File: config.mk
export PLATFORM = sky130hd
export DESIGN_NAME = mux2_rr_arbiter
export DESIGN_NICKNAME = d
export VERILOG_FILES = /design/src/rtl/mux2_rr_arbiter.sv
export SDC_FILE = /design/constraint.sdc
export NUM_CORES = 1
export LEC_CHECK = 0
export ABC_AREA = 1
export BUFFER_PORTS_ARGS = -buffer_cell sky130_fd_sc_hd__buf_2
export CORE_ASPECT_RATIO = 1.75
export CORE_MARGIN = 2
export CORE_UTILIZATION = 29
export CTS_CLUSTER_SIZE = 40
export DETAILED_ROUTE_END_ITERATION = 10
export GPL_ROUTABILITY_DRIVEN = 1
export GPL_TIMING_DRIVEN = 0
export PLACE_DENSITY = 0.67
export SYNTH_ARGS = -nofsm -noshare
export SYNTH_HDL_FRONTEND = slang
export SYNTH_SLANG_ARGS = --single-unit
export TNS_END_PERCENT = 10
File: constraint.sdc
create_clock -name clk -period 2.9 [get_ports clk]
set_input_delay 0 -clock clk [delete_from_list [all_inputs] [get_ports clk]]
set_output_delay 0 -clock clk [all_outputs]
set_load 0.03 [all_outputs]
File: src/rtl/mux2_rr_arbiter.sv
// rtl/mux2_rr_arbiter.sv - round-robin 2:1 source arbiter feeding a registered word plus its select (optional counters: MUX2_ARB_CNT_EN)
module mux2_rr_arbiter #(
  parameter int unsigned W = 16
) (
  input  logic         clk,
  input  logic         reset,
  input  logic [W-1:0] a_data,
  input  logic         a_valid,
  output logic         a_ready,
  input  logic [W-1:0] b_data,
  input  logic         b_valid,
  output logic         b_ready,
  output logic [W-1:0] y_data,
  output logic         y_sel,
  output logic         y_valid,
  input  logic         y_ready
`ifdef MUX2_ARB_CNT_EN
  ,
  output logic [15:0]  cnt_a,
  output logic [15:0]  cnt_b
`endif
);

  logic [W-1:0] y_data_q, y_data_d;
  logic         y_sel_q, y_sel_d;
  logic         y_valid_q, y_valid_d;
  // 0 = A won last transfer, 1 = B; reset to B so A takes the first tie
  logic         last_grant_q, last_grant_d;

  logic load_en;
  logic grant_a, grant_b;
  logic a_xfer, b_xfer;

  // Grant and handshake: the slice may load when empty or draining; priority only breaks ties
  always_comb begin
    load_en = !y_valid_q || y_ready;
    grant_a = a_valid && (!b_valid || last_grant_q);
    grant_b = b_valid && (!a_valid || !last_grant_q);
    a_ready = !reset && load_en && grant_a;
    b_ready = !reset && load_en && grant_b;
    a_xfer  = a_valid && a_ready;
    b_xfer  = b_valid && b_ready;
  end

  // Next state of the output slice: a new word overwrites a draining one with no bubble
  always_comb begin
    y_data_d     = y_data_q;
    y_sel_d      = y_sel_q;
    y_valid_d    = y_valid_q;
    last_grant_d = last_grant_q;
    if (a_xfer) begin
      y_data_d     = a_data;
      y_sel_d      = 1'b0;
      y_valid_d    = 1'b1;
      last_grant_d = 1'b0;
    end else if (b_xfer) begin
      y_data_d     = b_data;
      y_sel_d      = 1'b1;
      y_valid_d    = 1'b1;
      last_grant_d = 1'b1;
    end else if (y_valid_q && y_ready) begin
      y_valid_d = 1'b0;
    end
  end

  // Output slice and priority state registers
  always_ff @(posedge clk) begin
    if (reset) begin
      y_data_q     <= '0;
      y_sel_q      <= 1'b0;
      y_valid_q    <= 1'b0;
      last_grant_q <= 1'b1;
    end else begin
      y_data_q     <= y_data_d;
      y_sel_q      <= y_sel_d;
      y_valid_q    <= y_valid_d;
      last_grant_q <= last_grant_d;
    end
  end

  assign y_data  = y_data_q;
  assign y_sel   = y_sel_q;
  assign y_valid = y_valid_q;

`ifdef MUX2_ARB_CNT_EN
  logic [15:0] cnt_a_q, cnt_a_d;
  logic [15:0] cnt_b_q, cnt_b_d;

  // Saturating per-channel transfer counters
  always_comb begin
    cnt_a_d = cnt_a_q;
    cnt_b_d = cnt_b_q;
    if (a_xfer && cnt_a_q != 16'hFFFF) cnt_a_d = cnt_a_q + 16'd1;
    if (b_xfer && cnt_b_q != 16'hFFFF) cnt_b_d = cnt_b_q + 16'd1;
  end

  // Counter registers
  always_ff @(posedge clk) begin
    if (reset) begin
      cnt_a_q <= 16'd0;
      cnt_b_q <= 16'd0;
    end else begin
      cnt_a_q <= cnt_a_d;
      cnt_b_q <= cnt_b_d;
    end
  end

  assign cnt_a = cnt_a_q;
  assign cnt_b = cnt_b_q;
`endif

endmodule
==> results.md, run 1 <==
### Timing
* 0.00268 ns — worst setup skew after layout
* 1.43 ns — Tmin final
* 0 — Finish-stage setup viols
* 0.266 ns — Worst Max-Slew Pin Slew
* 0 ns — Total Negative Setup Slacks
* 0 — total count of max-transition violations in the final report
* 1.47 ns — post-route setup slack
* 49.3% — Period Utilization, post-route
* 0 — hold violation count in the final report
* 82.2% — worst relative slew slack
* 0.0336 ns — hold slack final
* no — setup repair after global routing missed its margin
* 0.699 GHz — Max Clock Freq

### Synthesis
* 0% — multiplexer fraction of the synthesized cell area
* simple AND/OR/NAND/NOR gates — main combinational cell family by area after synthesis
* 1090 um2 — post-synth design cell area
* 48.3% — simple-gate share of the synthesized area
* 6.21 um2 — mean area per synthesized cell
* 213 — number of nets in the synthesized netlist
* 0% — adder-cell share of the synthesized area
* 3.55% — fraction of the mapped netlist area in compound gates
* 14 — number of library cell types mapped by synthesis
* 0 — Syn. warnings
* 34.8% — share of the yosys chip area belonging to registers
* 0% — xor-xnor portion of the synthesized cell area
* 176 — number of cells produced by synthesis
* 19 — post-synthesis sequential element count

### Clock network
* 3 — cts bufs inserted
* 19 — CTS Sinks
* 0.26 ns — insertion delay to the later sink of the worst-skew pair
* 0.07 ns — post-CTS clock slew at the launch and capture registers of the worst setup and hold paths
* clkbuf_8 — master cell of the clock root buffer
* done — TritonCTS clock tree
* 1 — Clock H-tree levels
* 2 — clock buffer depth

### Floorplan
* 30.1% — Initial Util
* 57 — top-level I/O count
* 29 — std cell rows
* 4290 um2 — die area
* 3630 um2 — area of the core region
* 85.2 um — height of the die
* 50.4 um — die span in x

### Routing
* 4 — total iterations of the first detailed-routing run
* 4.17 — number of vias per cell
* 19 — DR iter-0 viols
* 0 — DRC violation count after routing
* 0 — final antenna-violating net count
* 1,179 — detailed-route via count
* 2.82 mm — routed wire length
* 9.95 um — routed length per placed instance

### Placed design
* 56 — Buffers on Ports
* 1.58 ns — Worst Setup Slack post-DPL
* 0.685 — gp weighted congestion
* 278 — placed insts
* 1430 um2 — instance area at placement
* 2.18 mm — hpwl dp

### Critical path
* input port — critical path launch point type
* output port — Worst Setup End Kind
* in -> out — classification of the worst setup path
* 1.58 ns — register-to-register path setup slack
* 2.90 ns — WP data required
* 1.43 ns — worst endpoint data arrival time
* 8 — R2R depth
* y_data[0] — worst reg2reg endpoint
* 10 — peak fanout along the critical path
* last_grant_q — start of the worst register-to-register path

### Cells and area
* 41.0% — Finished Core Util
* 275 — final net count
* 36.1% — area grow syn2layout
* 283 — Post-Layout Cell Count
* 0 — number of diodes added for antenna fixing
* 419 — count of filler cells inserted in the layout
* 380 um2 — flip-flop and latch area
* 1490 um2 — post-route cell area
* 30.0% — layout cells sized above 1
* 567 um2 — multi-input combinational cell area

### Worst hold path
* in -> reg — path category of the worst min-delay check
* 5 — Cells on Worst Hold Path
* y_data[1] — Hold Path End
* b_data[1] — startpoint of the most critical hold path

### Global routing
* 12 — largest net degree at the start of global routing
* 14.0% — global routing usage summed across all routing layers
* 0 — antenna violations before repair
* 1,097 — vias in the first global route
* 4.62 mm — global-route wire length before repair
* 0 — gr ovfl total

### Flow run
* 0 — number of max-cap violations

### Power
* 713 uW — overall power of the completed layout
* 480 nW/um2 — total power divided by cell area
* 0.912 nW — leakage component of the power
* 0.201 mV — peak supply drop

### Status
* finished, final reports clean — run status

==> kinds of logic (layout without fill, tap and decap cells) <==
family                 Yosys count  after routing
AND/OR/NAND/NOR                122            122
buffers and inverters           30             91
flip-flops                      19             19
AO/OA/AOI/OAI                    5              5
==> area by class of cell <==
type	instances	share of cell area [%]
multi-input combinational	127	38.1
tap	46	3.87
clock buffer	3	2.78
buffer	8	4.04
inverter	22	5.72
sequential	19	25.6
timing repair buffer	57	19.5
clock inverter	1	0.337
==> sequential cells by signal, indices dropped and copies added, names as in the netlist <==
name          cells
y_data           16
last_grant_q      1
y_sel             1
y_valid           1
==> worst max path at each step <==
stage | cells after the start | from | end | slack, ns
floorplan | 5 | y_valid | y_sel | 1.61
detailed placement | 8 | last_grant_q | y_data[15] | 1.58
global placement | 8 | last_grant_q | y_data[2] | 1.58
global route | 7 | reset | a_ready | 1.36
finish | 7 | reset | a_ready | 1.47
CTS | 7 | reset | a_ready | 1.46
==> synthesized netlist by cell type <==
master | instances | share of area (%)
buf_4 | 3 | 2.1
nand4_2 | 1 | 1.1
buf_2 | 3 | 1.4
buf_6 | 2 | 2.1
a21oi_1 | 2 | 0.92
nor2_1 | 49 | 17
nor3_1 | 1 | 0.46
nand3b_1 | 16 | 11
a21oi_4 | 1 | 1.5
inv_4 | 1 | 0.57
inv_1 | 21 | 7.2
dfxtp_1 | 19 | 35
nand2_1 | 55 | 19
a31oi_1 | 2 | 1.1
==> placed cells by master, fill, tap and decap left out, drive strengths merged <==
cell type,instances
buf,64
nand2,55
nor2,49
inv,22
dfxtp,19
nand3b,16
clkbuf,3
a21oi,3
a31oi,2
nand4,1
nor3,1
clkinv,1
dlygate4sd3,1
==> critical path: stages <==
cell and delay (ns):
dlygate4sd3_1 0.53, buf_2 0.15, a21oi_1 0.12, nand2_1 0.13, buf_4 0.20, inv_1 0.09
buf_2 0.20
==> report_power, final <==
group / switching [mW] / internal (mW)
clock: 0.0901 / 0.0955
combinational: 0.141 / 0.0873
sequential: 0.0115 / 0.287
==> routing by layer <==
layer | track usage, % | vias up | share of wire, %
met4 | 7.37 | 0 | 2.0
met1 | 15.2 | 490 | 38
met5 | 0 | - | 0
met3 | 2.11 | 4 | 6.1
li1 | - | 648 | -
met2 | 25.2 | 37 | 54
==> repair_timing <==
item | CTS | global route
hold buffers | 1 | 0
resized for setup | 0 | 0
setup buffers | 0 | 0
hold endpoints to repair | 2 | 0
Note: power is estimated with default switching activity, not from simulation.
==> run 2, diff against run 1 <==
clock period = 1.4 ns   (was 2.9 ns; I/O delays follow)
==> results.md, run 2 (synthesized netlist as in run 1, its figures left out) <==
### Timing
* 0 — total count of max-transition violations in the final report, unchanged
* 1.28 ns — Tmin final
* 0.00464 ns — worst setup skew after layout, was 0.00268 ns
* 82.2% — worst relative slew slack, about the same
* 0 — hold violation count in the final report, unchanged
* 0.266 ns — Worst Max-Slew Pin Slew, about the same
* 91.8% — Period Utilization, post-route
* 0 — Finish-stage setup viols, unchanged
* 0.115 ns — post-route setup slack, was 1.47 ns
* 0 ns — Total Negative Setup Slacks, unchanged
* 0.778 GHz — Max Clock Freq
* no — setup repair after global routing missed its margin, unchanged

### Clock network
* 19 — CTS Sinks, unchanged
* 0.08 ns — post-CTS clock slew at the launch and capture registers of the worst setup and hold paths, was 0.07 ns
* 0.26 ns — insertion delay to the later sink of the worst-skew pair, about the same
* 1 — Clock H-tree levels, unchanged
* clkbuf_8 — master cell of the clock root buffer, unchanged
* 3 — cts bufs inserted, unchanged
* 2 — clock buffer depth, unchanged
* done — TritonCTS clock tree, unchanged

### Floorplan
* 4290 um2 — die area, unchanged
* 85.2 um — height of the die, unchanged
* 57 — top-level I/O count, unchanged
* 3630 um2 — area of the core region, unchanged
* 50.4 um — die span in x, unchanged
* 29 — std cell rows, unchanged
* 30.1% — Initial Util, unchanged

### Routing
* 0 — DRC violation count after routing, unchanged
* 0 — final antenna-violating net count, unchanged
* 10.1 um — routed length per placed instance, was 9.95 um
* 1,192 — detailed-route via count, was 1,179
* 15 — DR iter-0 viols, was 19
* 4 — total iterations of the first detailed-routing run, unchanged
* 4.18 — number of vias per cell, was 4.17
* 2.88 mm — routed wire length, was 2.82 mm

### Power
* 32.7% — combinational share of power, was 32.0%
* 0.415 mV — peak supply drop, was 0.201 mV
* 41.2% — sequential power share, was 41.9%
* 34.3% — Sw Share, was 34.0%
* 1.50 mW — overall power of the completed layout, was 713 uW
* 516 uW — power spent charging and discharging nets, was 243 uW
* 987 nW/um2 — total power divided by cell area, was 480 nW/um2
* 986 uW — internal power contribution, was 470 uW
* 0.925 nW — leakage component of the power, was 0.912 nW
* 26.1% — share of total power in the clock network, was 26.0%

### Critical path
* 1.40 ns — WP data required, was 2.90 ns
* 9 — peak fanout along the critical path, was 10
* 1.28 ns — worst endpoint data arrival time, was 1.43 ns
* 8 — R2R depth, unchanged
* output port — Worst Setup End Kind, unchanged
* 2 — critical path buffer and inverter count, was 5
* nand2_1 -> nand4_2 -> inv_1 -> buf_2 — critical-path cell list, was dlygate4sd3_1 -> buf_2 -> a21oi_1 -> nand2_1 -> buf_4 -> inv_1 -> buf_2
* last_grant_q — start of the worst register-to-register path, unchanged
* y_valid — Critical path origin, was reset
* flop — critical path launch point type, was input port
* y_data[0] — worst reg2reg endpoint, unchanged
* 0.32 ns — biggest cell delay along the critical path, was 0.53 ns
* reg -> out — classification of the worst setup path, was in -> out
* dfxtp_1 — crit path max-delay cell type, was dlygate4sd3_1
* 0.12 ns — register-to-register path setup slack, was 1.58 ns
* buffers and inverters — category of cells accounting for the largest share of critical-path delay, unchanged

### Placed design
* 2.18 mm — hpwl dp, unchanged
* 0.685 — gp weighted congestion, unchanged
* 278 — placed insts, unchanged
* 0.0803 ns — Worst Setup Slack post-DPL, was 1.58 ns
* 56 — Buffers on Ports, unchanged

### Cells and area
* 41.9% — Finished Core Util, was 41.0%
* buf_2 (58), nand2_1 (54), nor2_1 (49) — top library cells by usage in the layout, fill and taps aside, was buf_2 (59), nand2_1 (55), nor2_1 (49)
* buf_2 — most common cell after layout, fill and taps aside, unchanged
* 16 — Largest register FFs, unchanged
* 31.8% — layout cells sized above 1, was 30.0%
* 285 — Post-Layout Cell Count, was 283
* 277 — final net count, was 275
* 39.3% — area grow syn2layout, was 36.1%
* 0 — number of diodes added for antenna fixing, unchanged

### Global routing
* 1,105 — vias in the first global route, was 1,097
* 4.69 mm — global-route wire length before repair, was 4.62 mm
* 0 — antenna violations before repair, unchanged
* 12 — largest net degree at the start of global routing, unchanged
* 0 — gr ovfl total, unchanged
* 14.2% — global routing usage summed across all routing layers, was 14.0%

### Flow run
* 0 — number of max-cap violations, unchanged

### Worst hold path
* b_data[1] — startpoint of the most critical hold path, unchanged
* y_data[1] — Hold Path End, unchanged
* in -> reg — path category of the worst min-delay check, unchanged
* 5 — Cells on Worst Hold Path, unchanged

### Status
* finished, final reports clean — run status, unchanged

[run 2: changes by cell type in the layout (fill, tap and decap cells not counted)]
cell     change
a21oi_1      -1
buf_6        +3
a21oi_2      +1
nand2_1      -1
inv_2        +1
inv_1        -1
buf_2        -1
nand2_2      +1
[run 2: layout make-up]
cell class	instances	area, um2
Inverter	22	85.1
Sequential cell	19	380
Clock buffer	3	41.3
Multi-Input combinational cell	127	573
Tap cell	46	57.6
Buffer	8	67.6
Fill cell	420	2110
Clock inverter	1	5.00
Timing Repair Buffer	59	312
[run 2: routing by layer]
| metal | GRT usage (%) | up-vias | routed length [um] |
|---|---|---|---|
| met3 | 2.11 | 4 | 151 |
| met1 | 15.5 | 502 | 1110 |
| met2 | 25.5 | 34 | 1560 |
| li1 | - | 652 | - |
| met4 | 7.37 | 0 | 62 |
| met5 | 0 | - | 0 |
[run 2: worst register-to-register path: cells and delay by family (launching register included)]
family	cells	cell delay, ns
and+or+nand+nor	5	0.35
DFF	1	0.33
buffers and inverters	2	0.25
AOI/OAI and AO/OA	1	0.24
[run 2: how the worst max path moves through the flow]
stage | endpoint | cells past startpoint | slack (ns)
after global placement | y_data[2] | 8 | 0.08
after global routing | y_data[0] | 8 | 0.003
after detailed placement | y_data[15] | 8 | 0.08
after CTS | a_ready | 6 | 0.01
final | b_ready | 4 | 0.12
after floorplan | y_sel | 5 | 0.11
[run 2: repair_timing]
item,CTS,global route
hold buffers,1,0
gates resized for setup,1,6
pin swaps,0,1
buffers inserted,0,2
hold endpoints to repair,2,0
endpoints found under the setup margin,1,10
[run 2: stage by stage]
stage	area, um2	hold slack [ns]
final	1520	0.0307
after global routing	1520	0.0501
after CTS	1490	0.0302
after detailed placement	1430	0.240
after global placement	1430	0.241
after floorplan	1090	0.0694
[run 2: power groups by stage]
stage          Clock [mW]  Combinational (mW)  Sequential (mW)
2_1_floorplan           0               0.225            0.731
3_3_place_gp            0               0.472            0.631
3_5_place_dp            0               0.476            0.632
4_1_cts             0.397               0.482            0.619
5_1_grt             0.421               0.548            0.626
6_report            0.392               0.491            0.619
==> run 3, diff against run 2 <==
ABC_AREA = default   (was 1)
RECOVER_POWER = 50   (was default)
==> results.md, run 3 <==
### Status
* finished, violations left — run status, was finished, final reports clean
* hold timing, setup timing — violations in the final reports

### Timing
* 0.00378 ns — worst setup skew after layout, was 0.00464 ns
* -0.0425 ns — post-route setup slack, was 0.115 ns
* 1 — hold violation count in the final report, was 0
* 103% — Period Utilization, post-route, was 91.8%
* -0.00293 ns — hold slack final, was 0.0307 ns
* -0.0425 ns — Total Negative Setup Slacks, was 0 ns
* 0.708 ns — Worst Max-Slew Pin Slew, was 0.266 ns
* yes — setup repair after global routing missed its margin, was no
* 1.44 ns — Tmin final, was 1.28 ns
* 0.693 GHz — Max Clock Freq, was 0.778 GHz
* 52.8% — worst relative slew slack, was 82.2%
* 0 — total count of max-transition violations in the final report, unchanged
* 1 — Finish-stage setup viols, was 0

### Routing
* 0 — DRC violation count after routing, unchanged
* 38 — DR iter-0 viols, was 15
* 4.40 mm — routed wire length, was 2.88 mm
* 17.5 um — routed length per placed instance, was 10.1 um
* 4 — total iterations of the first detailed-routing run, unchanged
* 1,489 — detailed-route via count, was 1,192
* 5.91 — number of vias per cell, was 4.18
* 0 — final antenna-violating net count, unchanged

### Synthesis
* dfxtp_1 (32%), a311oi_1 (12%), o41ai_1 (12%) — biggest area contributors in the synthesized netlist, was dfxtp_1 (35%), nand2_1 (19%), nor2_1 (17%)
* dfxtp_1 — cell with the most instances after synthesis, was nand2_1
* 0% — async set or reset register ratio after synthesis, unchanged
* dfxtp_1 — prevailing post-synth register cell, unchanged
* 19 — post-synthesis sequential element count, unchanged
* dfxtp_1 (19), nand2_1 (17) — ranking of synthesized cells by instance count, was nand2_1 (55), nor2_1 (49), inv_1 (21)
* 0 — Syn. warnings, unchanged
* 32.5% — area share of the largest cell type after synthesis, was 34.8%
* 1170 um2 — post-synth design cell area, was 1090 um2
* dfxtp_1 — post-synth top area cell, unchanged
* 136 — number of cells produced by synthesis, was 176
* 8.61 um2 — mean area per synthesized cell, was 6.21 um2
* 0 — number of enable-type register cells in the synthesized netlist, unchanged
* 32.5% — share of the yosys chip area belonging to registers, was 34.8%
* 23 — number of library cell types mapped by synthesis, was 14
* 173 — number of nets in the synthesized netlist, was 213

### Floorplan
* 30 — std cell rows, was 29
* 88.1 um — height of the die, was 85.2 um
* 57 — top-level I/O count, unchanged
* 4580 um2 — die area, was 4290 um2
* 52.0 um — die span in x, was 50.4 um
* 3870 um2 — area of the core region, was 3630 um2
* 30.3% — Initial Util, was 30.1%

### Worst hold path
* b_data[4] — startpoint of the most critical hold path, was b_data[1]
* in -> reg — path category of the worst min-delay check, unchanged

### Cells and area
* 782 um2 — multi-input combinational cell area, was 573 um2
* 242 — final net count, was 277
* buf_2 (46), clkbuf_1 (19), nand2_1 (17), dfxtp_1 (17), a31oi_1 (16) — top library cells by usage in the layout, fill and taps aside, was buf_2 (58), nand2_1 (54), nor2_1 (49)
* 55.2% — area grow syn2layout, was 39.3%
* 385 um2 — flip-flop and latch area, was 380 um2
* buf_2 — most common cell after layout, fill and taps aside, unchanged
* 406 — count of filler cells inserted in the layout, was 420
* 47.0% — Finished Core Util, was 41.9%
* 16 — Largest register FFs, unchanged
* 1820 um2 — post-route cell area, was 1520 um2
* 44.6% — layout cells sized above 1, was 31.8%
* 0 — number of diodes added for antenna fixing, unchanged

### Critical path
* y_valid — start of the worst register-to-register path, was last_grant_q
* 2 — critical path buffer and inverter count, unchanged
* o41ai_2 — crit path max-delay cell type, was dfxtp_1
* flop — critical path launch point type, unchanged
* reg -> reg — classification of the worst setup path, was reg -> out
* nor2b_4 -> buf_6 -> buf_8 -> o41ai_2 -> a311oi_2 — critical-path cell list, was nand2_1 -> nand4_2 -> inv_1 -> buf_2
* 1.57 ns — worst endpoint data arrival time, was 1.28 ns
* 1.53 ns — WP data required, was 1.40 ns
* 9 — peak fanout along the critical path, unchanged
* flop — Worst Setup End Kind, was output port
* y_valid — Critical path origin, unchanged
* 0.38 ns — biggest cell delay along the critical path, was 0.32 ns
* compound AO/OA/AOI/OAI gates — category of cells accounting for the largest share of critical-path delay, was buffers and inverters

### Placed design
* 55 — Buffers on Ports, was 56
* 1540 um2 — instance area at placement, was 1430 um2
* 2.93 mm — hpwl dp, was 2.18 mm
* 0.785 — gp weighted congestion, was 0.685

### Global routing
* 0 — gr ovfl total, unchanged
* 1,383 — vias in the first global route, was 1,105
* 6.24 mm — global-route wire length before repair, was 4.69 mm
* 0 — antenna violations before repair, unchanged
* 17.9% — global routing usage summed across all routing layers, was 14.2%
* 11 — largest net degree at the start of global routing, was 12

### Clock network
* clkbuf_8 — master cell of the clock root buffer, unchanged
* 2 — clock buffer depth, unchanged
* 1 — Clock H-tree levels, unchanged
* done — TritonCTS clock tree, unchanged
* 0 — hold-fix buffer count after cts, was 1
* 3 — cts bufs inserted, unchanged
* 0.26 ns — insertion delay to the later sink of the worst-skew pair, about the same
* 19 — CTS Sinks, unchanged
* 0.08 ns — post-CTS clock slew at the launch and capture registers of the worst setup and hold paths, about the same

### Flow run
* 0 — number of max-cap violations, unchanged

### Power
* 0.454 mV — peak supply drop, was 0.415 mV
* 0.714 nW — leakage component of the power, was 0.925 nW
* 860 nW/um2 — total power divided by cell area, was 987 nW/um2
* 35.0% — Sw Share, was 34.3%
* 25.7% — share of total power in the clock network, was 26.1%
* 1.02 mW — internal power contribution, was 986 uW
* 548 uW — power spent charging and discharging nets, was 516 uW
* 39.0% — sequential power share, was 41.2%
* 1.56 mW — overall power of the completed layout, was 1.50 mW
* 35.3% — combinational share of power, was 32.7%

## run 3: kinds of logic (layout without fill, tap and decap cells)
logic type             Yosys count  count (layout)  share of synthesized area [%]
AO/OA/AOI/OAI                   51              51                           34.5
flip-flops                      19              19                           32.5
AND/OR/NAND/NOR                 42              42                           22.1
buffers and inverters           24              92                           10.9
## run 3: metal layers
layer  global-route usage (%)  share of wire (%)  up-vias
met2                     32.0                 52       65
met1                     20.3                 39      711
met5                        0                  0        -
met3                     2.39                5.2       13
met4                     8.37                3.2        0
li1                         -                  -      700
## run 3: layout make-up
| cell class | instances | area share, % |
|---|---|---|
| sequential | 19 | 21.2 |
| clock buffer | 4 | 2.48 |
| tap | 48 | 3.30 |
| buffer | 21 | 9.36 |
| timing repair buffer | 65 | 20.2 |
| multi-input combinational | 93 | 43.0 |
| inverter | 2 | 0.413 |
## run 3: worst reg2reg max path: cells and delay by family (launching register included)
kind / cells / cell delay (ns)
AOI/OAI and AO/OA: 2 / 0.53
DFF: 1 / 0.34
buffers and inverters: 2 / 0.29
and+or+nand+nor: 1 / 0.16
## run 3: worst paths after layout
path	end	slack, ns	cells after the start
min reg2reg	y_sel	0.55	2
max	y_data[0]	-0.04	5
min	y_data[4]	-0.003	3
max reg2reg	y_data[0]	-0.04	5
## run 3: power by group through the flow
stage,clock [mW],sequential (mW),combinational (mW)
5_1_grt,0.414,0.614,0.584
6_report,0.402,0.610,0.552
3_5_place_dp,0,0.623,0.462
2_1_floorplan,0,0.703,0.226
3_3_place_gp,0,0.622,0.460
4_1_cts,0.395,0.609,0.500
## run 3: timing repair
| item | 4_1_cts | 5_1_grt |
|---|---|---|
| setup endpoints to repair | 15 | 13 |
| pin swaps | 24 | 14 |
| gates resized for setup | 15 | 17 |
| cloned | 1 | 1 |
| setup buffers | 6 | 2 |
## run 3: metrics by stage
stage	setup slack, ns	std cells	hold slack (ns)
floorplan	-0.0145	136	0.148
global placement	-0.119	239	0.281
detailed placement	-0.115	239	0.284
CTS	-0.0237	249	0.00891
global route	-0.0772	252	0.0154
finish	-0.0425	252	-0.00293
